### src/rtl/pipeline_pkg.sv
// Shared pipeline definitions: instruction width, bubble encoding and fetch FSM states.
package pipeline_pkg;

  localparam int unsigned InstrWidth = 32;

  // addi x0, x0, 0
  localparam logic [InstrWidth-1:0] NopInstrDefault = 32'h0000_0013;

  typedef enum logic [1:0] {
    StFetch = 2'd0,
    StWait  = 2'd1,
    StDrop  = 2'd2
  } fetch_state_e;

endpackage

### src/rtl/fetch_skid_buf.sv
// One-entry {instr, pc, pc+4} holding buffer for a response that decode cannot take yet.
module fetch_skid_buf
  import pipeline_pkg::*;
(
  input  logic                  clk,
  input  logic                  reset,
  input  logic                  clear,
  input  logic                  load,
  input  logic                  drain,
  input  logic [InstrWidth-1:0] in_instr,
  input  logic [31:0]           in_pc,
  input  logic [31:0]           in_pc4,
  output logic                  full,
  output logic [InstrWidth-1:0] out_instr,
  output logic [31:0]           out_pc,
  output logic [31:0]           out_pc4
);

  logic                  full_q;
  logic [InstrWidth-1:0] instr_q;
  logic [31:0]           pc_q;
  logic [31:0]           pc4_q;

  // Load wins over drain so a same-cycle refill keeps the entry occupied.
  always_ff @(posedge clk or posedge reset) begin
    if (reset) begin
      full_q  <= 1'b0;
      instr_q <= '0;
      pc_q    <= '0;
      pc4_q   <= '0;
    end else if (clear) begin
      full_q <= 1'b0;
    end else if (load) begin
      full_q  <= 1'b1;
      instr_q <= in_instr;
      pc_q    <= in_pc;
      pc4_q   <= in_pc4;
    end else if (drain) begin
      full_q <= 1'b0;
    end
  end

  assign full      = full_q;
  assign out_instr = instr_q;
  assign out_pc    = pc_q;
  assign out_pc4   = pc4_q;

endmodule

### src/rtl/fetch_stage.sv
// Instruction fetch stage: PC register, single-outstanding imem handshake, skid buffer
// and IF/ID pipeline register.
module fetch_stage
  import pipeline_pkg::*;
#(
  parameter logic [31:0]           RESET_PC  = 32'h0000_0000,
  parameter logic [InstrWidth-1:0] NOP_INSTR = NopInstrDefault
) (
  input  logic                  clk,
  input  logic                  reset,
  input  logic                  StallD,
  input  logic                  FlushD,
  input  logic                  PCSrcE,
  input  logic [31:0]           PCTargetE,
  output logic                  ImemReq,
  output logic [31:0]           ImemAddr,
  input  logic                  ImemReady,
  input  logic                  ImemRValid,
  input  logic [InstrWidth-1:0] ImemRData,
  output logic [InstrWidth-1:0] InstrD,
  output logic [31:0]           PCD1,
  output logic [31:0]           PCPlus4D1,
  output logic                  ValidD
);

  fetch_state_e          state_q, state_d;
  logic [31:0]           pcf_q, pcf_d;
  logic [31:0]           req_pc_q, req_pc_d;
  logic [31:0]           req_pc_plus4;
  logic [InstrWidth-1:0] instr_q, instr_d;
  logic [31:0]           pcd_q, pcd_d;
  logic [31:0]           pcp4d_q, pcp4d_d;
  logic                  valid_q, valid_d;

  logic                  take, resp, fire;
  logic                  skid_full, skid_full_next;
  logic                  skid_clear, skid_load, skid_drain;
  logic [InstrWidth-1:0] skid_instr;
  logic [31:0]           skid_pc, skid_pc4;

  assign req_pc_plus4 = req_pc_q + 32'd4;

  fetch_skid_buf u_skid (
    .clk      (clk),
    .reset    (reset),
    .clear    (skid_clear),
    .load     (skid_load),
    .drain    (skid_drain),
    .in_instr (ImemRData),
    .in_pc    (req_pc_q),
    .in_pc4   (req_pc_plus4),
    .full     (skid_full),
    .out_instr(skid_instr),
    .out_pc   (skid_pc),
    .out_pc4  (skid_pc4)
  );

  always_comb begin
    take       = !StallD && !FlushD;
    resp       = (state_q == StWait) && ImemRValid;
    skid_clear = PCSrcE;
    skid_drain = skid_full && take;
    skid_load  = resp && !PCSrcE && !(take && !skid_full);
    if (PCSrcE)          skid_full_next = 1'b0;
    else if (skid_load)  skid_full_next = 1'b1;
    else if (skid_drain) skid_full_next = 1'b0;
    else                 skid_full_next = skid_full;
    // Only request when the buffer will be free, so any response always has a home.
    ImemReq  = !reset && !PCSrcE && !skid_full_next && ((state_q == StFetch) || resp);
    ImemAddr = pcf_q;
    fire     = ImemReq && ImemReady;
  end

  always_comb begin
    state_d  = state_q;
    pcf_d    = pcf_q;
    req_pc_d = req_pc_q;
    if (fire) begin
      pcf_d    = pcf_q + 32'd4;
      req_pc_d = pcf_q;
    end
    unique case (state_q)
      StFetch: if (fire) state_d = StWait;
      StWait:  if (ImemRValid) state_d = fire ? StWait : StFetch;
      StDrop:  if (ImemRValid) state_d = StFetch;
      default: state_d = StFetch;
    endcase
    if (PCSrcE) begin
      pcf_d   = PCTargetE & 32'hFFFF_FFFC;
      state_d = ((state_q != StFetch) && !ImemRValid) ? StDrop : StFetch;
    end
  end

  always_comb begin
    instr_d = instr_q;
    pcd_d   = pcd_q;
    pcp4d_d = pcp4d_q;
    valid_d = valid_q;
    if (PCSrcE || FlushD || !StallD) begin
      instr_d = NOP_INSTR;
      pcd_d   = '0;
      pcp4d_d = '0;
      valid_d = 1'b0;
      if (!PCSrcE && !FlushD) begin
        if (skid_full) begin
          instr_d = skid_instr;
          pcd_d   = skid_pc;
          pcp4d_d = skid_pc4;
          valid_d = 1'b1;
        end else if (resp) begin
          instr_d = ImemRData;
          pcd_d   = req_pc_q;
          pcp4d_d = req_pc_plus4;
          valid_d = 1'b1;
        end
      end
    end
  end

  always_ff @(posedge clk or posedge reset) begin
    if (reset) begin
      state_q  <= StFetch;
      pcf_q    <= RESET_PC;
      req_pc_q <= '0;
      instr_q  <= NOP_INSTR;
      pcd_q    <= '0;
      pcp4d_q  <= '0;
      valid_q  <= 1'b0;
    end else begin
      state_q  <= state_d;
      pcf_q    <= pcf_d;
      req_pc_q <= req_pc_d;
      instr_q  <= instr_d;
      pcd_q    <= pcd_d;
      pcp4d_q  <= pcp4d_d;
      valid_q  <= valid_d;
    end
  end

  assign InstrD    = instr_q;
  assign PCD1      = pcd_q;
  assign PCPlus4D1 = pcp4d_q;
  assign ValidD    = valid_q;

endmodule
### config.mk
export PLATFORM = sky130hd
export DESIGN_NAME = fetch_stage
export DESIGN_NICKNAME = d
export VERILOG_FILES = /design/src/rtl/pipeline_pkg.sv /design/src/rtl/fetch_skid_buf.sv /design/src/rtl/fetch_stage.sv
export SDC_FILE = /design/constraint.sdc
export NUM_CORES = 1
export LEC_CHECK = 0
export CORE_ASPECT_RATIO = 0.75
export CORE_MARGIN = 2
export CORE_UTILIZATION = 55
export DETAILED_ROUTE_END_ITERATION = 16
export DONT_BUFFER_PORTS = 1
export PLACE_DENSITY = 0.74
export SLEW_MARGIN = 20
export SYNTH_ARGS = -nofsm -noshare
export SYNTH_HDL_FRONTEND = slang
export SYNTH_SLANG_ARGS = --single-unit
### constraint.sdc
create_clock -name clk -period 22.3 [get_ports clk]
set_clock_uncertainty 0.05 [all_clocks]
set_input_delay 2.23 -clock clk [delete_from_list [all_inputs] [get_ports clk]]
set_output_delay 2.23 -clock clk [all_outputs]
set_load 0.1 [all_outputs]
==> out/metrics.cfg <==
[run_status]
status=finished clean

[route]
detail_route.wl_per_cell_um=19.7
detail_route.wirelength_mm=28.5
postRouteAntennaNets=0
vias_per_cell=6.03
drt_pass1_iterations=5
first_iter_violations=895
route.vias.total=8736
post-route-drc-count=0

[cells_and_area]
final_layout_size_suffix_gt1_share_pct=6.05
area_growth_pct=8.46
area_of_the_multi_input_gates_sq_um=4570
antenna_cells_inserted=0
final_core_occ_pct=60.4
number_of_filler_cells_placed_in_the_layout=1701
seq_area_sq_um=6240
num-nets-final=1245

[power_and_ir_drop]
ir_worst_vdd_mv=0.0513
power_consumption_w=0.00119
power.static_leakage_nw=5.43
power.density_cell_area_nw_per_um2=97.8

[worst_setup_path]
worst_setup_path_start_kind=input port
timing.critical_path.fanout_max=4
cp_data_required_time_ns=20.02
ff2ff_setup_slack_ns=19.06
timing.rr.start=ImemAddr[8]
worst-r2r-cell-count=5
worst_setup_path_startpoint=reset
worst_setup_path_endpoint=ImemReq
worst-setup-path-type=in -> out
crit-reg2reg-capture=ImemAddr[19]
timing.critical_path.to_type=output pin
cp_data_arrival_time_ns=3.60

[worst_hold_path]
worstHoldStart=u_skid.out_instr[4]
class_of_the_tightest_hold_or_removal_check=reg -> reg

[synth]
synth-edff-count=0
async_reset_ff_share_pct=100
synthesis.area_per_instance_sq_um=9.20
yosysWarnings=0
postSynthCellCount=1216
netlist_area_sq_um=11200
synthFlopType=dfrtp_1
synth-seq-cells=249
seq_area_frac_synth_pct=55.7
cell_variety_after_synth=60

[clocking]
clockBufferDepth=3
clock_sinks=249
tritoncts.num_buffers=25
ctsHtreeMaxLevel=1
cts.repair_timing.setup_buffer_count=0
clk-insertion-delay-late_ns=0.52
holdBufCountCts=0
clock_tree.root_cell=clkbuf_16
tritoncts=yes
postCtsResizedCells=0
clkTransAtPathRegs_ns=0.06

[die]
placementRows=45
vertical_die_dimension_um=128
width_of_the_die_um=169
ios=201
dieArea_sq_um=21500
core-area_sq_um=20100
effective_utilization_at_floorplan_pct=55.7

[grt]
antenna_found_initial=0
globalRoute.totalOverflow=0
grtUsageTotal_pct=26.6
grt_pass1_vias=8453
gr-usage-met2_pct=42.2
met3_resource_use_gr_pct=5.58
grt_first_pass_wirelength_mm=46.1
pin_count_of_the_biggest_net_entering_global_routing=104
grt_util_met1_pct=38.2
grt_most_used_layer=met2

[sta]
max_clock_freq_mhz=170
layout_min_cycle_time_ns=5.88
finalSetupViolations=0
drv_slew=0
timing_worst_slew_pin_value_ns=1.15
post_route_clock_period_utilization_pct=26.4
slew-limit-headroom_pct=23.4
totalNegativeSetupSlack_ns=0
rsz0062_at_grt=false
final_hold_viol_count=0

[placed_design]
globalplace.congestion=0.893
port_buffers=0
place_hpwl_mm=18.0

[flow_run]
max_cap_viol_count=0

-- critical path, cell delays in order --
cell and delay [ns]:
or3_4 0.39, a21oi_1 0.32, nor2_1 0.17, nor3_2 0.23, clkbuf_16 0.25
-- routing by layer --
layer | vias up | part of all wire [%]
li1 | 4109 | -
met1 | 4283 | 45
met2 | 312 | 46
met3 | 32 | 6.9
met4 | 0 | 1.5
met5 | - | 0
-- registers in the layout, summed over array words and instances (netlist names) --
signal / cells
u_skid.out_pc4: 30
req_pc_q: 30
u_skid.out_pc: 30
u_skid.full: 1
ImemAddr: 30
ValidD: 1
InstrD: 32
state_q: 2
PCPlus4D1: 30
u_skid.out_instr: 32
PCD1: 31
-- layout by cell type, fill, tap and decap left out, types with 3 or more instances in the layout --
| cell type | count |
|---|---|
| a21o_1 | 5 |
| a21oi_1 | 18 |
| a221o_1 | 4 |
| a22oi_1 | 91 |
| a32oi_1 | 3 |
| and2_1 | 4 |
| and3_1 | 11 |
| and4_1 | 7 |
| buf_4 | 13 |
| clkbuf_1 | 14 |
| clkbuf_16 | 26 |
| clkbuf_8 | 3 |
| dfrtp_1 | 244 |
| dfstp_2 | 3 |
| inv_1 | 18 |
| mux2i_1 | 6 |
| nand2_1 | 392 |
| nand3_1 | 33 |
| nand4_1 | 17 |
| nor2_1 | 15 |
| nor3_1 | 12 |
| nor4_4 | 3 |
| o211ai_1 | 9 |
| o21ai_0 | 141 |
| o311ai_0 | 5 |
| or3_1 | 9 |
| xnor2_1 | 7 |
| xor2_1 | 22 |
-- power by group --
part	internal (W)	switching (W)
Combinational	0.0000471	0.0000860
Sequential	0.000525	0.000118
Clock	0.000242	0.000169
-- kinds of logic (layout without fill, tap and decap cells) --
family | count (synthesis) | in the layout | share of synthesized area (%)
simple gates | 523 | 523 | 20.3
compound gates | 299 | 299 | 16.9
flops | 249 | 249 | 55.7
buf+inv | 106 | 79 | 3.97
xor+xnor | 29 | 29 | 2.27
mux | 7 | 7 | 0.637
fa+ha+maj | 2 | 2 | 0.224
other cells | 1 | 2 | 0.0335
-- worst min-delay path by stage --
stage / to / slack, ns / cells after the start
2_1_floorplan: u_skid.out_instr[0] / 0.40 / 2
6_report: u_skid.out_instr[4] / 0.42 / 2
5_1_grt: u_skid.out_pc[25] / 0.44 / 2
4_1_cts: u_skid.out_instr[4] / 0.43 / 2
3_3_place_gp: u_skid.out_instr[1] / 0.41 / 2
3_5_place_dp: u_skid.out_instr[4] / 0.41 / 2
-- cell usage after synthesis (5+ instances only) --
library cell	number	area (sq um)
xnor2_1	7	61.3
buf_4	7	52.6
inv_1	19	71.3
o211ai_1	9	67.6
a21o_1	5	37.5
clkbuf_1	66	248
nand2_1	392	1470
a21oi_1	19	95.1
buf_2	9	45.0
nor3_1	13	65.1
xor2_1	22	193
nand3_1	33	165
or3_1	10	62.6
and4_1	7	61.3
nand4_1	17	106
nor2_1	18	67.6
a22oi_1	91	683
o311ai_0	5	43.8
o21ai_0	141	706
and3_1	12	75.1
dfrtp_1	246	6160
mux2i_1	6	60.1
-- cell type report --
class	instances	area share, %
sequential	249	51.4
multi-input combinational	862	37.7
clock buffer	42	5.93
tap	258	2.66
timing repair buffer	15	1.10
inverter	19	0.649
clock inverter	3	0.567
-- through the flow --
| step | hold slack (ns) | std cells | setup WS (ns) | cell area [sq um] |
|---|---|---|---|---|
| floorplan | 0.395 | 1217 | 13.18 | 11200 |
| global placement | 0.408 | 1403 | 16.47 | 11300 |
| detailed placement | 0.413 | 1403 | 16.44 | 11300 |
| CTS | 0.427 | 1448 | 16.44 | 12100 |
| global route | 0.443 | 1448 | 16.34 | 12100 |
| finish | 0.425 | 1448 | 16.42 | 12100 |
No activity file was read; power rests on OpenSTA's default activity.
